$ cat config.mk
export PLATFORM = sky130hd
export DESIGN_NAME = fifo_tx_drain
export DESIGN_NICKNAME = d
export VERILOG_FILES = /design/src/rtl/fifo_tx_drain.sv
export SDC_FILE = /design/constraint.sdc
export NUM_CORES = 1
export LEC_CHECK = 0
export CAP_MARGIN = 40
export CORE_MARGIN = 4
export CORE_UTILIZATION = 55
export DETAILED_ROUTE_END_ITERATION = 10
export PLACE_DENSITY = 0.95
export SLEW_MARGIN = 30
export SYNTH_ARGS = -nofsm -noshare
export SYNTH_HDL_FRONTEND = slang
export SYNTH_SLANG_ARGS = --single-unit
$ cat constraint.sdc
create_clock -name clk -period 9.6 [get_ports clk]
set_input_delay 1.92 -clock clk [delete_from_list [all_inputs] [get_ports clk]]
set_output_delay 1.92 -clock clk [all_outputs]
set_load 0.1 [all_outputs]
$ cat src/rtl/fifo_tx_drain.sv
// fifo_tx_drain: pops words from the packet FIFO SRAM, hides its one-cycle
// read latency behind a two-entry buffer, and hands packets to the MAC side
// on a valid/ready port while tracking framing, length and packet count.
module fifo_tx_drain #(
  parameter int DWIDTH    = 72,
  parameter int CWIDTH    = 8,
  parameter int CNT_WIDTH = 16,
  parameter int MAX_WORDS = 192
) (
  input  logic                     clk,
  input  logic                     reset_n,
  input  logic                     tx_enable,
  input  logic                     fifo_empty,
  input  logic [DWIDTH-1:0]        fifo_output,
  output logic                     fifo_reb,
  output logic [DWIDTH-CWIDTH-1:0] out_data,
  output logic [CWIDTH-1:0]        out_ctrl,
  output logic                     out_wr,
  input  logic                     out_rdy,
  output logic                     busy,
  output logic [CNT_WIDTH-1:0]     pkt_count,
  output logic                     err_len
);

  localparam int DW = DWIDTH - CWIDTH;
  localparam logic [CNT_WIDTH-1:0] MAX_CNT = CNT_WIDTH'(MAX_WORDS);

  typedef enum logic [1:0] {
    IDLE = 2'd0,
    HDR  = 2'd1,
    BODY = 2'd2,
    DROP = 2'd3
  } state_t;

  state_t                state_q, state_d;
  logic [DWIDTH-1:0]     buf0_q, buf0_d;   // buffer head
  logic [DWIDTH-1:0]     buf1_q, buf1_d;   // buffer tail (second entry)
  logic [1:0]            occ_q, occ_d;
  logic                  inflight_q;
  logic [CNT_WIDTH-1:0]  wcnt_q, wcnt_d;
  logic [CNT_WIDTH-1:0]  pkt_count_q, pkt_count_d;
  logic                  err_q, err_d;

  logic                  head_vld;
  logic                  head_is_ctrl;
  logic                  pop_c;
  logic                  out_wr_c;
  logic                  pkt_done_c;
  logic                  err_set_c;
  logic [2:0]            used_c;

  assign head_vld     = (occ_q != 2'd0);
  assign head_is_ctrl = |buf0_q[DWIDTH-1 -: CWIDTH];

  // Slots still claimed next cycle: the head leaving this cycle frees its
  // slot immediately, so a steady stream keeps one read in flight per cycle.
  always_comb begin
    used_c = 3'(occ_q) + 3'(inflight_q) - 3'(pop_c);
  end

  assign fifo_reb  = reset_n && !fifo_empty && (used_c < 3'd2);
  assign out_wr    = out_wr_c;
  assign out_data  = buf0_q[DW-1:0];
  assign out_ctrl  = buf0_q[DWIDTH-1 -: CWIDTH];
  assign busy      = (state_q != IDLE) || head_vld || inflight_q;
  assign pkt_count = pkt_count_q;
  assign err_len   = err_q;

  // Framing FSM: decides whether the head word is presented, dropped or held.
  always_comb begin
    state_d    = state_q;
    out_wr_c   = 1'b0;
    pop_c      = 1'b0;
    wcnt_d     = wcnt_q;
    pkt_done_c = 1'b0;
    err_set_c  = 1'b0;
    case (state_q)
      IDLE: begin
        if (head_vld) begin
          if (!head_is_ctrl) begin
            // stray body word outside a packet: discard silently
            pop_c = 1'b1;
          end else if (tx_enable) begin
            out_wr_c = 1'b1;
            if (out_rdy) begin
              pop_c   = 1'b1;
              wcnt_d  = CNT_WIDTH'(1);
              state_d = HDR;
            end
          end
        end
      end
      HDR: begin
        if (head_vld) begin
          out_wr_c = 1'b1;
          if (out_rdy) begin
            pop_c   = 1'b1;
            wcnt_d  = wcnt_q + CNT_WIDTH'(1);
            state_d = head_is_ctrl ? HDR : BODY;
            if (wcnt_d == MAX_CNT) begin
              err_set_c = 1'b1;
              state_d   = DROP;
            end
          end
        end
      end
      BODY: begin
        if (head_vld) begin
          out_wr_c = 1'b1;
          if (out_rdy) begin
            pop_c  = 1'b1;
            wcnt_d = wcnt_q + CNT_WIDTH'(1);
            if (head_is_ctrl) begin
              pkt_done_c = 1'b1;
              state_d    = IDLE;
            end else if (wcnt_d == MAX_CNT) begin
              err_set_c = 1'b1;
              state_d   = DROP;
            end
          end
        end
      end
      DROP: begin
        // over-length packet: swallow the rest up to and including its EOP
        if (head_vld) begin
          pop_c = 1'b1;
          if (head_is_ctrl) state_d = IDLE;
        end
      end
      default: state_d = IDLE;
    endcase
  end

  // Output buffer next state: push the returning SRAM word, pop the head.
  always_comb begin
    buf0_d = buf0_q;
    buf1_d = buf1_q;
    occ_d  = occ_q;
    case ({inflight_q, pop_c})
      2'b10: begin
        if (occ_q == 2'd0) buf0_d = fifo_output;
        else               buf1_d = fifo_output;
        occ_d = occ_q + 2'd1;
      end
      2'b01: begin
        buf0_d = buf1_q;
        occ_d  = occ_q - 2'd1;
      end
      2'b11: begin
        if (occ_q == 2'd1) begin
          buf0_d = fifo_output;
        end else begin
          buf0_d = buf1_q;
          buf1_d = fifo_output;
        end
      end
      default: ;
    endcase
    pkt_count_d = pkt_count_q + (pkt_done_c ? CNT_WIDTH'(1) : CNT_WIDTH'(0));
    err_d       = err_q | err_set_c;
  end

  // State, buffer and counter registers; reset drops anything buffered.
  always_ff @(posedge clk or negedge reset_n) begin
    if (!reset_n) begin
      state_q     <= IDLE;
      buf0_q      <= '0;
      buf1_q      <= '0;
      occ_q       <= 2'd0;
      inflight_q  <= 1'b0;
      wcnt_q      <= '0;
      pkt_count_q <= '0;
      err_q       <= 1'b0;
    end else begin
      state_q     <= state_d;
      buf0_q      <= buf0_d;
      buf1_q      <= buf1_d;
      occ_q       <= occ_d;
      inflight_q  <= fifo_reb;
      wcnt_q      <= wcnt_d;
      pkt_count_q <= pkt_count_d;
      err_q       <= err_d;
    end
  end

endmodule

==> flow_summary_export.csv, run 1 <==
group,metric,value,unit
worst_setup_path,worstSetupEndpointType,"primary output",
layout,multi_input_area,0.00335,sq mm
cts,cts_setup_buffers,0,
worst_setup_path,r2r-end,"buf0_q[29]$_DFFE_PN0P_",
route,first_pass_iters,5,
logic_synthesis,synth_top_area_share,0.563,
global_routing,first_global_vias,7479,
floorplan,die_h,129,um
sta,fmax,0.141,GHz
route,vias,6932,
route,route.detailed.drc,0,
worst_setup_path,r2r_cells,13,
layout,fill_cells,686,
sta,setup_viol,0,
floorplan,die_x,129,um
cts,root_buffer,"clkbuf_16",
global_routing,track_usage,0.297,
logic_synthesis,synth_area_leader_cell,"dfrtp_1",
global_routing,overflow,0,
cts,cts_max_path_buffers,2,
sta,hold_viol_final,0,
route,ant_nets,0,
sta,finalCritPeriodShare,0.740,
logic_synthesis,ys_seq_area_frac,0.563,
logic_synthesis,synthFlopType,"dfrtp_1",
floorplan,core-area,0.0145,sq mm
worst_setup_path,cp-start-kind,"input pin",
worst_setup_path,crit_path_start,"tx_enable",
worst_setup_path,critPathMaxFanout,4,
place,gp_congestion,0.806,
logic_synthesis,netlist_instances,720,
logic_synthesis,synthesis.nets,812,
cts,cts_hold_buf,0,
sta,relSlewSlack,0.419,
logic_synthesis,synthTopCellsByArea,"dfrtp_1 (56%), mux2_2 (10%), a22oi_1 (6.8%)",
cts,clk_pin_slew_worst_paths,0.07,ns
logic_synthesis,postSynth.asyncResetShare,1.00,
place,dp_hpwl,16700,um
sta,finClkSkew,0.0144,ns
global_routing,antenna_found_initial,0,
worst_setup_path,worstPathRequired,7.68,ns
sta,worstMarginPinSlew,0.871,ns
layout,diodes,0,
worst_setup_path,critPathKind,"in -> out",
floorplan,io_pins,169,
floorplan,dieArea,0.0167,sq mm
route,wl,24100,um
layout,seq_area,0.00455,sq mm
worst_setup_path,crit_end,"fifo_reb",
cts,cts_tree,"built",
layout,num-nets-final,1056,
layout,area_growth,50.1,%
global_routing,grt_pass1_wl,38900,um
logic_synthesis,synthTopCellsByCount,"dfrtp_1 (182), nor2_1 (93), a21oi_1 (78), a22oi_1 (73), mux2_2 (72)",
place,io_buffers,168,
sta,timing.setup.tns,0,ns
sta,grt_setup_unrepaired,"false",
run,drv_cap,0,
floorplan,initial_core_util,0.558,
logic_synthesis,synth_seq_cells,182,
sta,min_period,7.10,ns
cts,htree_levels,4,
cts,clock_latency,0.44,ns
layout,drive_above_1_share,0.230,
route,routed_via_density,5.97,
route,wire_per_inst,20.7,um
logic_synthesis,ys_warn_count,0,
worst_setup_path,worstPathArrival,5.18,ns
cts,numCtsBuffers,17,
route,drtIter0Drc,566,
logic_synthesis,synth_edf_count,0,
logic_synthesis,synthMostInstantiatedCell,"dfrtp_1",
worst_setup_path,r2r_slack,5.63,ns
global_routing,grt_max_degree,74,
cts,clock_sinks,182,
logic_synthesis,mappedNetlistArea,0.00808,sq mm
worst_setup_path,reg2reg_from,"state_q[0]$_DFFE_PN0P_",
cts,ctsResizeCount,0,
run_status,status,"completed",
min_path,hp-class,"reg -> reg",
floorplan,num_rows,44,
logic_synthesis,synth_cell_types,46,
logic_synthesis,syn_area_per_cell,11.2,sq um
sta,maxSlewViolCount,0,
[flip-flops by register name (all words and copies together) (netlist names)]
| name | count |
|---|---|
| err_len | 1 |
| buf0_q | 72 |
| pkt_count | 16 |
| wcnt_q | 16 |
| inflight_q | 1 |
| state_q | 2 |
| occ_q | 2 |
| buf1_q | 72 |
[how the worst min path moves through the flow]
stage	from	endpoint	slack, ns	cells after the start
floorplan	buf1_q[29]$_DFFE_PN0P_	buf1_q[29]$_DFFE_PN0P_	0.48	1
global placement	pkt_count[15]$_DFF_PN0_	pkt_count[15]$_DFF_PN0_	0.46	1
detailed placement	err_len$_DFF_PN0_	err_len$_DFF_PN0_	0.48	1
CTS	err_len$_DFF_PN0_	err_len$_DFF_PN0_	0.49	1
global route	err_len$_DFF_PN0_	err_len$_DFF_PN0_	0.52	1
finish	pkt_count[15]$_DFF_PN0_	pkt_count[15]$_DFF_PN0_	0.49	1
[per-layer routing]
layer | vias to the layer above | GRT usage | part of all wire
met5 | - | 0 | 0
met4 | 0 | 0.114 | 0.035
met3 | 72 | 0.0692 | 0.056
met2 | 293 | 0.538 | 0.55
met1 | 3490 | 0.341 | 0.36
li1 | 3077 | - | -
[worst max-delay path, stage by stage]
cell and delay (ns):
clkdlybuf4s50_1 0.55, o21ai_0 0.19, a31oi_1 0.42, ha_1 0.37
nand2b_1 0.19, fa_1 0.39, xor2_1 0.15, nor3_1 0.22
clkdlybuf4s50_1 0.57, buf_8 0.21
[layout by cell type, fill, tap and decap left out, types with 2 or more instances in the layout]
| cell type | count |
|---|---|
| dfrtp_1 | 182 |
| clkdlybuf4s50_1 | 166 |
| nor2_1 | 92 |
| buf_8 | 79 |
| a21oi_1 | 78 |
| a22oi_1 | 73 |
| mux2_2 | 72 |
| o21ai_0 | 23 |
| nand2_1 | 22 |
| clkbuf_16 | 17 |
| buf_16 | 16 |
| xnor2_1 | 15 |
| ha_1 | 14 |
| nand3_1 | 13 |
| inv_1 | 10 |
| a31oi_1 | 8 |
| nor3_1 | 7 |
| o31ai_1 | 7 |
| buf_4 | 6 |
| xor2_1 | 5 |
| inv_6 | 5 |
| and2_1 | 4 |
| and3_1 | 4 |
| nand4_1 | 4 |
| or2_2 | 4 |
| clkinv_8 | 4 |
| nand2b_1 | 3 |
| nor2b_1 | 3 |
| inv_8 | 3 |
| nor4_1 | 2 |
| nor4_4 | 2 |
| or3_2 | 2 |
| nand3_2 | 2 |
| mux2i_1 | 2 |
| or3_1 | 2 |
| or2b_1 | 2 |
| o41ai_1 | 2 |
| clkinv_4 | 2 |
[cells by family after synthesis]
| group | share of synthesized area |
|---|---|
| XOR/XNOR | 0.0217 |
| flip-flops | 0.563 |
| AND/OR/NAND/NOR | 0.104 |
| multiplexers | 0.104 |
| adder cells (fa/ha/maj) | 0.0241 |
| AO/OA/AOI/OAI | 0.156 |
| buffers and inverters | 0.0258 |
[per-stage QoR]
step	cells	setup WS (ns)	cell area, sq um	utilization	hold slack, ns
after floorplan	720	2.30	8080	-	0.480
after global placement	1033	2.42	9900	0.684	0.462
after detailed placement	1128	2.64	11500	0.795	0.479
after CTS	1160	2.50	12100	0.836	0.492
after global routing	1161	2.34	12100	0.838	0.517
final	1161	2.50	12100	0.838	0.494
[final cells by class]
| class | instances | share of cell area |
|---|---|---|
| flip-flops and latches | 182 | 0.375 |
| clock buffers | 18 | 0.0354 |
| well taps | 184 | 0.0190 |
| repair buffers | 270 | 0.278 |
| inverters | 10 | 0.00309 |
| clock inverters | 14 | 0.0132 |
| multi-input cells | 483 | 0.276 |
Power of run 1 is left out: the tool's default activity adds up to more than one toggle a clock period on the data nets, which glitch-free logic cannot reach.
==> inputs of run 2 (changes only) <==
--- a/config.mk
+++ b/config.mk
@@ -7,9 +7,9 @@
 export LEC_CHECK = 0
 export CAP_MARGIN = 40
 export CORE_MARGIN = 4
-export CORE_UTILIZATION = 55
+export CORE_UTILIZATION = 51
 export DETAILED_ROUTE_END_ITERATION = 10
-export PLACE_DENSITY = 0.95
+export PLACE_DENSITY = 0.91
 export SLEW_MARGIN = 30
 export SYNTH_ARGS = -nofsm -noshare
 export SYNTH_HDL_FRONTEND = slang
==> constraint.sdc (replaced) <==
create_clock -name clk -period 6.9 [get_ports clk]
set_input_delay 1.38 -clock clk [delete_from_list [all_inputs] [get_ports clk]]
set_output_delay 1.38 -clock clk [all_outputs]
set_load 0.1 [all_outputs]
==> flow_summary_export.csv, run 2 (synthesis results as in run 1) <==
group,metric,value,unit
run_status,status,"completed",
sta,grt_setup_unrepaired,"false",
global_routing,overflow,0,
route,wl_met2,12800,um
cts,numCtsBuffers,17,
floorplan,die_h,134,um
sta,finClkSkew,0.00886,ns
route,first_pass_iters,9,
layout,drive_above_1_share,0.230,
min_path,hp-class,"reg -> reg",
cts,clk_pin_slew_worst_paths,0.06,ns
floorplan,die_x,134,um
worst_setup_path,r2r_slack,2.89,ns
sta,hold_viol_final,0,
sta,setup_viol,0,
worst_setup_path,reg2reg_from,"state_q[0]$_DFFE_PN0P_",
cts,cts_hold_buf,0,
route,vias,6796,
place,dp_hpwl,16200,um
worst_setup_path,cp-start-kind,"input pin",
route,top_layer_used,"met4",
layout,seq_area,0.00455,sq mm
cts,ctsResizeCount,0,
cts,cts_setup_buffers,0,
worst_setup_path,worstPathRequired,5.52,ns
layout,final_common_cell,"dfrtp_1",
floorplan,io_pins,169,
layout,multi_input_area,0.00335,sq mm
sta,timing.setup.tns,0,ns
cts,clock_latency,0.43,ns
run,drv_cap,0,
layout,layout_common_cells,"dfrtp_1 (182), clkdlybuf4s50_1 (165), nor2_1 (92)",
route,wl_met1,8920,um
route,wire_per_inst,20.1,um
route,route.detailed.drc,0,
cts,htree_levels,4,
place,io_buffers,168,
route,routed_via_density,5.73,
floorplan,dieArea,0.0179,sq mm
global_routing,antenna_found_initial,1,
route,drtIter0Drc,430,
worst_setup_path,critPathKind,"in -> out",
layout,area_growth,50.1,%
sta,fmax,0.180,GHz
worst_setup_path,worstSetupEndpointType,"primary output",
layout,fill_cells,824,
floorplan,num_rows,45,
worst_setup_path,r2r-end,"buf0_q[1]$_DFFE_PN0P_",
route,wl,23900,um
cts,cts_tree,"built",
sta,finalCritPeriodShare,0.804,
min_path,hold_path.startpoint,"pkt_count[5]$_DFF_PN0_",
worst_setup_path,worstPathArrival,4.17,ns
sta,min_period,5.55,ns
global_routing,grt_pass1_wl,38100,um
route,ant_nets,0,
min_path,holdPathEnd,"pkt_count[5]$_DFF_PN0_",
global_routing,track_usage,0.269,
worst_setup_path,r2r_cells,12,
global_routing,first_global_vias,7223,
cts,clock_sinks,182,
floorplan,core-area,0.0154,sq mm
cts,cts_max_path_buffers,2,
layout,top_regs,"buf0_q (72), buf1_q (72)",
route,dr_wl_met3,1270,um
global_routing,grt_max_degree,85,
place,gp_congestion,0.862,
floorplan,initial_core_util,0.526,
sta,relSlewSlack,0.431,
sta,maxSlewViolCount,0,
worst_setup_path,critPathMaxFanout,4,
sta,worstMarginPinSlew,0.853,ns
layout,num-nets-final,1054,
cts,root_buffer,"clkbuf_16",
min_path,worstHoldPathCells,1,
==> run 2: through the flow <==
stage               utilization  cells  setup slack [ns]  instance area, sq um  hold WS, ns
floorplan                     -    720             0.648                  8080        0.480
global placement          0.647   1061              1.63                  9940        0.462
detailed placement        0.750   1153              1.42                 11500        0.473
CTS                       0.788   1185              1.39                 12100        0.497
global route              0.790   1187              1.19                 12100        0.515
finish                    0.790   1187              1.35                 12100        0.492
==> run 2: how the worst max path moves through the flow <==
stage,from,cells past startpoint,to
floorplan,buf0_q[70]$_DFFE_PN0P_,9,fifo_reb
global placement,tx_enable,9,fifo_reb
detailed placement,tx_enable,9,fifo_reb
CTS,tx_enable,9,fifo_reb
global route,tx_enable,9,fifo_reb
finish,tx_enable,9,fifo_reb
==> run 2: worst max-delay path, stage by stage <==
cell             delay [ns]
clkdlybuf4s50_1        0.54
o21ai_0                0.10
a31oi_1                0.40
ha_1                   0.36
nand2b_1               0.17
fa_1                   0.38
xor2_1                 0.16
nor3_1                 0.31
buf_4                  0.36
==> run 2: per-layer routing <==
layer | vias up | GRT usage
met5 | - | 0
met3 | 59 | 0.0574
met4 | 0 | 0.112
met1 | 3412 | 0.307
met2 | 248 | 0.488
li1 | 3077 | -
==> run 2: final cells by class <==
| cell class | count | area share |
|---|---|---|
| antenna | 1 | 0.000206 |
| clock buffer | 20 | 0.0376 |
| clock inverter | 12 | 0.00959 |
| inverter | 10 | 0.00309 |
| multi-input combinational | 483 | 0.276 |
| sequential | 182 | 0.375 |
| tap | 211 | 0.0218 |
| timing repair buffer | 268 | 0.276 |
Power of run 2 is left out for the same reason.
==> inputs of run 3 (changes only) <==
--- a/config.mk
+++ b/config.mk
@@ -7,9 +7,9 @@
 export LEC_CHECK = 0
 export CAP_MARGIN = 40
 export CORE_MARGIN = 4
-export CORE_UTILIZATION = 51
+export CORE_UTILIZATION = 46
 export DETAILED_ROUTE_END_ITERATION = 10
-export PLACE_DENSITY = 0.91
+export PLACE_DENSITY = 0.87
 export SLEW_MARGIN = 30
 export SYNTH_ARGS = -nofsm -noshare
 export SYNTH_HDL_FRONTEND = slang
==> constraint.sdc (replaced) <==
create_clock -name clk -period 5.05 [get_ports clk]
set_input_delay 1.01 -clock clk [delete_from_list [all_inputs] [get_ports clk]]
set_output_delay 1.01 -clock clk [all_outputs]
set_load 0.1 [all_outputs]
==> flow_summary_export.csv, run 3 (synthesis results as in run 1) <==
group,metric,value,unit
run_status,status,"completed",
layout,layout_common_cells,"dfrtp_1 (182), clkdlybuf4s50_1 (162), nor2_1 (92)",
cts,cts_tree,"built",
min_path,hold_path.startpoint,"pkt_count[15]$_DFF_PN0_",
place,gp_congestion,0.844,
global_routing,grt_max_degree,85,
global_routing,use_met1,0.272,
floorplan,die_h,141,um
route,wl,22000,um
floorplan,num_rows,48,
global_routing,antenna_found_initial,1,
worst_setup_path,cp_cell_sequence,"nor4_1, and2_1, nand2_1, a31oi_1, ha_1, nand2b_1, fa_1, xor2_1, nor3_2, buf_12",
global_routing,first_global_vias,7139,
worst_setup_path,r2r_cells,11,
min_path,holdPathEnd,"pkt_count[15]$_DFF_PN0_",
cts,clock_latency,0.43,ns
global_routing,met3_usage,0.0645,
worst_setup_path,critPathMaxFanout,4,
route,vias,6638,
cts,cts_setup_buffers,0,
route,ant_nets,0,
sta,whs,0.471,ns
sta,fmax,0.209,GHz
layout,area_growth,50.5,%
cts,cts_hold_buf,0,
layout,stdcell_count,1194,
sta,setup_viol,0,
sta,timing.setup.tns,0,ns
cts,ctsResizeCount,0,
worst_setup_path,critical-path-max-stage-delay,0.61,ns
global_routing,overflow,0,
sta,worstMarginPinSlew,0.843,ns
worst_setup_path,critPathBufInv,1,
sta,grt_setup_unrepaired,"false",
sta,hold_viol_final,0,
layout,top_regs,"buf0_q (72), buf1_q (72)",
worst_setup_path,worstSetupEndpointType,"primary output",
sta,min_period,4.79,ns
layout,final_common_cell,"dfrtp_1",
worst_setup_path,r2r_slack,1.55,ns
layout,seq_area,0.00455,sq mm
layout,multi_input_area,0.00336,sq mm
cts,numCtsBuffers,17,
worst_setup_path,reg2reg_from,"buf0_q[71]$_DFFE_PN0P_",
global_routing,grt_pass1_wl,36400,um
sta,relSlewSlack,0.438,
route,routed_via_density,5.56,
layout,drive_above_1_share,0.231,
sta,finClkSkew,0.0132,ns
cts,clock_sinks,182,
layout,fill_cells,1120,
sta,finalCritPeriodShare,0.949,
place,io_buffers,168,
cts,cts_max_path_buffers,2,
global_routing,met2_usage,0.394,
cts,clk_pin_slew_worst_paths,0.07,ns
worst_setup_path,cp-start-kind,"register",
place,dp_cells,1162,
floorplan,dieArea,0.0198,sq mm
floorplan,core-area,0.0172,sq mm
min_path,worstHoldPathCells,1,
sta,maxSlewViolCount,0,
layout,num-nets-final,1048,
route,first_pass_iters,7,
min_path,hp-class,"reg -> reg",
route,route.detailed.drc,0,
worst_setup_path,critPathKind,"reg -> out",
place,dp_hpwl,15100,um
run,drv_cap,0,
cts,root_buffer,"clkbuf_16",
route,drtIter0Drc,395,
global_routing,gr-max-usage-layer,"met2",
layout,diodes,0,
worst_setup_path,worstPathArrival,3.78,ns
route,wire_per_inst,18.5,um
cts,htree_levels,4,
worst_setup_path,worstPathRequired,4.04,ns
floorplan,die_x,141,um
floorplan,io_pins,169,
worst_setup_path,crit_slowest_cell,"nor4_1",
worst_setup_path,path_delay_family,"simple AND/OR/NAND/NOR gates",
floorplan,initial_core_util,0.469,
global_routing,track_usage,0.228,
worst_setup_path,r2r-end,"buf0_q[24]$_DFFE_PN0P_",
run 3: worst reg2reg max path, cell delays in order (launching register included):
cell and delay, ns:
dfrtp_1 0.39, nor4_1 0.61, and2_1 0.30, nand2_1 0.07, a31oi_1 0.35, inv_1 0.12
ha_1 0.23, nor2b_1 0.20, nor2_4 0.12, buf_4 0.65, nor2_1 0.17, a21oi_1 0.20
run 3: per-stage QoR:
step,utilization,area (sq um),setup slack [ns]
finish,0.706,12200,0.260
global route,0.706,12200,0.0668
CTS,0.706,12200,0.212
detailed placement,0.670,11600,0.386
global placement,0.581,10000,0.599
floorplan,-,8090,0.0375
run 3: final cells by class:
| type | instances | share of cell area |
|---|---|---|
| Sequential cell | 182 | 0.374 |
| Multi-Input combinational cell | 483 | 0.276 |
| Timing Repair Buffer | 262 | 0.273 |
| Clock buffer | 17 | 0.0350 |
| Tap cell | 225 | 0.0231 |
| Clock inverter | 15 | 0.0150 |
| Inverter | 10 | 0.00339 |
run 3: metal layers:
metal | share of wire | wire length (um)
met1 | 0.38 | 8420
met3 | 0.063 | 1380
met2 | 0.52 | 11500
met4 | 0.033 | 719
met5 | 0.00036 | 8
run 3: worst max-delay path by stage:
| stage | slack, ns | to | start | cells after the start |
|---|---|---|---|---|
| floorplan | 0.04 | fifo_reb | buf0_q[70]$_DFFE_PN0P_ | 9 |
| global placement | 0.60 | fifo_reb | tx_enable | 9 |
| detailed placement | 0.39 | fifo_reb | tx_enable | 9 |
| CTS | 0.21 | fifo_reb | state_q[0]$_DFFE_PN0P_ | 11 |
| global route | 0.07 | fifo_reb | buf0_q[71]$_DFFE_PN0P_ | 10 |
| finish | 0.26 | fifo_reb | buf0_q[71]$_DFFE_PN0P_ | 10 |
Power of run 3 is left out for the same reason.
